**src/rtl/rom_arbiter.sv**
```systemverilog
// rom_arbiter
// Two-port arbiter in front of a single combinational ROM. Each requester
// presents an address with a valid/ready handshake. The winner's address is
// registered, the ROM is read for one cycle, and the word plus error flag are
// registered and returned. The response holds until the granted requester
// accepts it. A new transaction can start at most every three cycles.
//
// Parameters
//   addr_width : ROM address width in bits
//   data_width : ROM data width in bits
//
// Ports
//   clk_i        : sole clock, rising edge
//   rst_i        : synchronous active-high reset
//   req_valid_i  : per-requester request valid (bit 0 = port 0)
//   req_addr0_i  : requested address, port 0
//   req_addr1_i  : requested address, port 1
//   req_ready_o  : one-hot grant in IDLE, zero otherwise
//   rsp_valid_o  : response valid, only for the granted requester
//   rsp_data_o   : registered ROM word for the current response
//   rsp_error_o  : registered ROM error for the current response
//   rsp_ready_i  : per-requester response accept
//   rom_addr_o   : address to the ROM (registered request address)
//   rom_data_i   : ROM word
//   rom_error_i  : ROM error flag
//
// Configuration
//   ROM_ARB_FIXED_PRIO_EN : when defined, port 0 always wins a tie and no
//                           last-grant pointer is kept; otherwise round-robin.

module rom_arbiter #(
   parameter int addr_width = 5,
   parameter int data_width = 16
) (
   input  logic                  clk_i,
   input  logic                  rst_i,
   input  logic [1:0]            req_valid_i,
   input  logic [addr_width-1:0] req_addr0_i,
   input  logic [addr_width-1:0] req_addr1_i,
   output logic [1:0]            req_ready_o,
   output logic [1:0]            rsp_valid_o,
   output logic [data_width-1:0] rsp_data_o,
   output logic                  rsp_error_o,
   input  logic [1:0]            rsp_ready_i,
   output logic [addr_width-1:0] rom_addr_o,
   input  logic [data_width-1:0] rom_data_i,
   input  logic                  rom_error_i
);

   typedef enum logic [1:0] {
      IDLE = 2'd0,
      READ = 2'd1,
      RESP = 2'd2
   } state_t;

   state_t                state_q;
   state_t                state_d;
   logic [addr_width-1:0] addr_q;
   logic                  grant_q;
   logic                  grant_idx;
   logic                  accept;

`ifdef ROM_ARB_FIXED_PRIO_EN
   // Port 0 always wins; port 1 is granted only when it requests alone.
   always_comb begin
      grant_idx = req_valid_i[0] ? 1'b0 : 1'b1;
   end
`else
   logic last_grant_q;

   // On a tie the port not granted last wins; a lone request always wins.
   always_comb begin
      if (&req_valid_i) begin
         grant_idx = ~last_grant_q;
      end else begin
         grant_idx = req_valid_i[0] ? 1'b0 : 1'b1;
      end
   end

   // Pointer resets to 1 so port 0 wins the first tie, and moves only when a
   // request is actually accepted.
   always_ff @(posedge clk_i) begin
      if (rst_i) begin
         last_grant_q <= 1'b1;
      end else if (accept) begin
         last_grant_q <= grant_idx;
      end
   end
`endif

   // Next-state and handshake outputs. Grants are suppressed while reset is
   // high so nothing is accepted in a reset cycle.
   always_comb begin
      state_d     = state_q;
      req_ready_o = 2'b00;
      rsp_valid_o = 2'b00;
      accept      = 1'b0;
      case (state_q)
         IDLE: begin
            if (!rst_i && (|req_valid_i)) begin
               req_ready_o = grant_idx ? 2'b10 : 2'b01;
               accept      = 1'b1;
               state_d     = READ;
            end
         end
         READ: begin
            state_d = RESP;
         end
         RESP: begin
            rsp_valid_o = grant_q ? 2'b10 : 2'b01;
            if (rsp_ready_i[grant_q]) begin
               state_d = IDLE;
            end
         end
         default: begin
            state_d = IDLE;
         end
      endcase
   end

   // State, captured request and captured ROM response. The ROM word is
   // sampled on the edge that ends READ, so the response is stable for the
   // whole RESP phase regardless of what the ROM does afterwards.
   always_ff @(posedge clk_i) begin
      if (rst_i) begin
         state_q     <= IDLE;
         addr_q      <= '0;
         grant_q     <= 1'b0;
         rsp_data_o  <= '0;
         rsp_error_o <= 1'b0;
      end else begin
         state_q <= state_d;
         if (accept) begin
            addr_q  <= grant_idx ? req_addr1_i : req_addr0_i;
            grant_q <= grant_idx;
         end
         if (state_q == READ) begin
            rsp_data_o  <= rom_data_i;
            rsp_error_o <= rom_error_i;
         end
      end
   end

   // The ROM always sees the last registered address, in READ and outside it.
   assign rom_addr_o = addr_q;

endmodule

```
**config.mk**
```make
export PLATFORM = sky130hd
export DESIGN_NAME = rom_arbiter
export DESIGN_NICKNAME = d
export VERILOG_FILES = /design/src/rtl/rom_arbiter.sv
export SDC_FILE = /design/constraint.sdc
export NUM_CORES = 1
export LEC_CHECK = 0
export ABC_AREA = 1
export CORE_MARGIN = 2
export CORE_UTILIZATION = 34
export CTS_CLUSTER_SIZE = 12
export DETAILED_ROUTE_END_ITERATION = 12
export PLACE_DENSITY = 0.87
export SKIP_CTS_REPAIR_TIMING = 1
export SYNTH_ARGS = -nofsm -noshare
export SYNTH_HDL_FRONTEND = slang
export SYNTH_SLANG_ARGS = --single-unit
```
**constraint.sdc**
```tcl
create_clock -name clk_i -period 1.12 [get_ports clk_i]
set_clock_uncertainty 0.15 [all_clocks]
set_input_delay 0.224 -clock clk_i [delete_from_list [all_inputs] [get_ports clk_i]]
set_output_delay 0.224 -clock clk_i [all_outputs]
set_load 0.01 [all_outputs]
```
==> qor.csv <==
stage,metric,value,unit
setup_path,reg2reg_depth,6,
min_path,worstHoldPathCells,3,
pwr,p_sw_share,27.0,%
cells_and_area,drive_above_1_share,51.6,%
detailed_routing,drtIter0Drc,35,
sta,timing.fmax,0.641,GHz
pwr,seqPwrFrac,43.7,%
sta,hold_viol,0,
run_status,violations,setup timing,
sta,maxSlewHeadroom,81.2,%
synth,synth-seq-cells,26,
job,cap_violations,0,
cells_and_area,final_common_cell,nor2_1,
min_path,hold_path_end,rom_addr_o[0],
setup_path,worstPathMaxFanout,3,
synth,yosysSeqAreaShare,48.4,%
global_routing,grt_max_degree,19,
global_routing,track_usage,16.2,%
min_path,hold_class,in2reg,
cells_and_area,syn_to_final_growth,91.2,%
placed_design,dp_hpwl,2090,um
setup_path,critPathRequiredTime,0.75,ns
synth,syn_area,1070,um^2
pwr,p_clk_share,25.5,%
run_status,status,"complete, but fails checks",
clock_network,ctsRootBufferMaster,clkbuf_4,
clock_network,h-tree-depth,1,
floorplan,die_w,60.2,um
clock_network,cts_buffers,3,
sta,setup_violations,50,
floorplan,die_h,60.2,um
setup_path,path_class,reg2out,
setup_path,cp-start-kind,register,
placed_design,io_buffer_count,58,
synth,synthSimpleGateAreaFrac,30.6,%
setup_path,cpPeakStageDelay,0.39,ns
synth,synthAdderAreaFrac,0,%
detailed_routing,routedWlPerCell,11.1,um
synth,avgSynthCellArea,7.62,um^2
sta,drv_slew,0,
detailed_routing,vias,1147,
sta,setup_slack,-0.441,ns
clock_network,cts_tree,yes,
cells_and_area,layout.nets,251,
synth,synth_top_family_by_area,simple AND/OR/NAND/NOR gates,
detailed_routing,wl_met2,1520,um
clock_network,clkTransAtPathRegs,0.14,ns
floorplan,ios,59,
global_routing,antenna_found_initial,0,
pwr,worst_ir_drop_vdd,0.000575,V
clock_network,clock_path_buffers,2,
synth,yosys-mux-area-fraction,0,%
global_routing,grt_pass1_wl,4540,um
synth,synth-compound-area-share,14.4,%
detailed_routing,drt-total-wl,2900,um
sta,post-route-period-util,139,%
setup_path,critPathCaptureType,primary output,
setup_path,rr_startpoint,state_q[0],
global_routing,first_global_vias,1159,
sta,setup_tns,-3.25,ns
setup_path,critical_path.slowest_cell,dfxtp_4,
placed_design,place.gp.congestion,0.718,
floorplan,die_area,3630,um^2
detailed_routing,top_layer_used,met3,
sta,period_needed,1.56,ns
synth,synth_fp_nets,174,
setup_path,cp_data_arrival_time,1.19,ns
pwr,p_leak,0.000910,uW
detailed_routing,firstDrtPassIters,2,
setup_path,reg2reg_slack,-0.12,ns
synth,yosys.area_share.xor_xnor,0,%
synth,synthCells,141,
clock_network,clock_latency,0.31,ns
cells_and_area,final_cell_mix,"38 x nor2_1, 29 x clkdlybuf4s50_1, 27 x buf_6",
detailed_routing,m1WireLength,1180,um
pwr,switchingPower,673,uW
synth,yosysWarnings,0,
synth,synth_cell_types,19,
detailed_routing,drc,0,
floorplan,rows,20,
detailed_routing,via_per_inst,4.39,
pwr,p_per_area,1210,nW/um^2
setup_path,crit-reg2reg-capture,rom_addr_o[2],
cells_and_area,diodes,0,
pwr,combPwrFrac,30.8,%
clock_network,clock-sinks,26,
min_path,min_from,rst_i,
detailed_routing,wl_met3,199,um
global_routing,overflow,0,
floorplan,initial_core_util,35.5,%
setup_path,crit_chain,nor2_4 > buf_6 > nand2_2 > nor2_2 > buf_2,
sta,worst_slew_pin_slew,0.281,ns
sta,grt_setup_unrepaired,yes,
cells_and_area,final_core_util,67.9,%
floorplan,core-area,3030,um^2
detailed_routing,ant_nets,0,
pwr,internal-power,1820,uW
layer usage:
metal | track usage [%] | vias to the layer above
met4 | 5.08 | 0
met2 | 30.3 | 37
met3 | 4.76 | 0
met5 | 0 | -
li1 | - | 598
met1 | 17.2 | 512
metrics by stage:
step	hold WS [ns]	std cells	area, um^2	power [uW]	worst slack (ns)
2_1_floorplan	0.223	141	1080	1370	-0.0387
3_3_place_gp	0.306	255	1800	1730	-0.926
3_5_place_dp	0.310	255	1800	1740	-0.946
4_1_cts	0.327	259	1860	2380	-0.946
5_1_grt	0.186	261	2050	2630	-0.505
6_report	0.184	261	2050	2490	-0.441
kinds of logic after synthesis:
| family | count (synthesis) |
|---|---|
| AOI/OAI and AO/OA | 26 |
| buffers and inverters | 13 |
| DFF | 26 |
| and+or+nand+nor | 76 |
worst max-delay path by stage:
stage | start | endpoint | depth (start not counted)
after floorplan | rst_i | req_ready_o[1] | 6
after global placement | req_valid_i[0] | req_ready_o[0] | 5
after detailed placement | req_valid_i[0] | req_ready_o[0] | 5
after CTS | req_valid_i[0] | req_ready_o[0] | 5
after global routing | state_q[0] | req_ready_o[0] | 5
final | state_q[0] | req_ready_o[0] | 5
synth_stat cells:
| cell | n | share of area, % |
|---|---|---|
| inv_2 | 3 | 1.0 |
| a21oi_1 | 4 | 1.9 |
| buf_2 | 3 | 1.4 |
| nand2_1 | 23 | 8.0 |
| o21ai_1 | 9 | 4.2 |
| o211ai_1 | 1 | 0.70 |
| nor2_1 | 40 | 14 |
| nand2_2 | 4 | 2.3 |
| inv_4 | 1 | 0.58 |
| nand3_1 | 6 | 2.8 |
| nand2_4 | 1 | 1.0 |
| nor2_2 | 1 | 0.58 |
| nor2_8 | 1 | 1.9 |
| a21oi_2 | 3 | 2.4 |
| inv_1 | 4 | 1.4 |
| o21ai_4 | 1 | 1.5 |
| o21ai_0 | 8 | 3.7 |
| buf_6 | 2 | 2.1 |
| dfxtp_1 | 26 | 48 |
sequential cells by signal, summed over array words and instances (netlist names):
name	cells
rsp_data_o	16
grant_q	1
state_q	2
last_grant_q	1
rom_addr_o	5
rsp_error_o	1
critical path: cells and delay by family, from the launching register on:
kind                   cells  cell delay [ns]
AND/OR/NAND/NOR            3             0.26
buffers and inverters      2             0.23
flip-flops                 1             0.39
power groups by stage:
stage / combinational (uW) / clock, uW / sequential (uW)
after floorplan: 256 / 0 / 1110
after global placement: 653 / 0 / 1070
after detailed placement: 661 / 0 / 1080
after CTS: 665 / 658 / 1050
after global routing: 841 / 684 / 1100
final: 767 / 635 / 1090
final cells by class:
| class | count | area [um^2] |
|---|---|---|
| well taps | 44 | 55.1 |
| clock inverters | 1 | 30.0 |
| multi-input cells | 102 | 581 |
| clock buffers | 3 | 22.5 |
| repair buffers | 77 | 774 |
| fillers | 264 | 973 |
| flip-flops and latches | 26 | 554 |
| inverters | 8 | 37.5 |
Power figures use the tool's default switching activity.
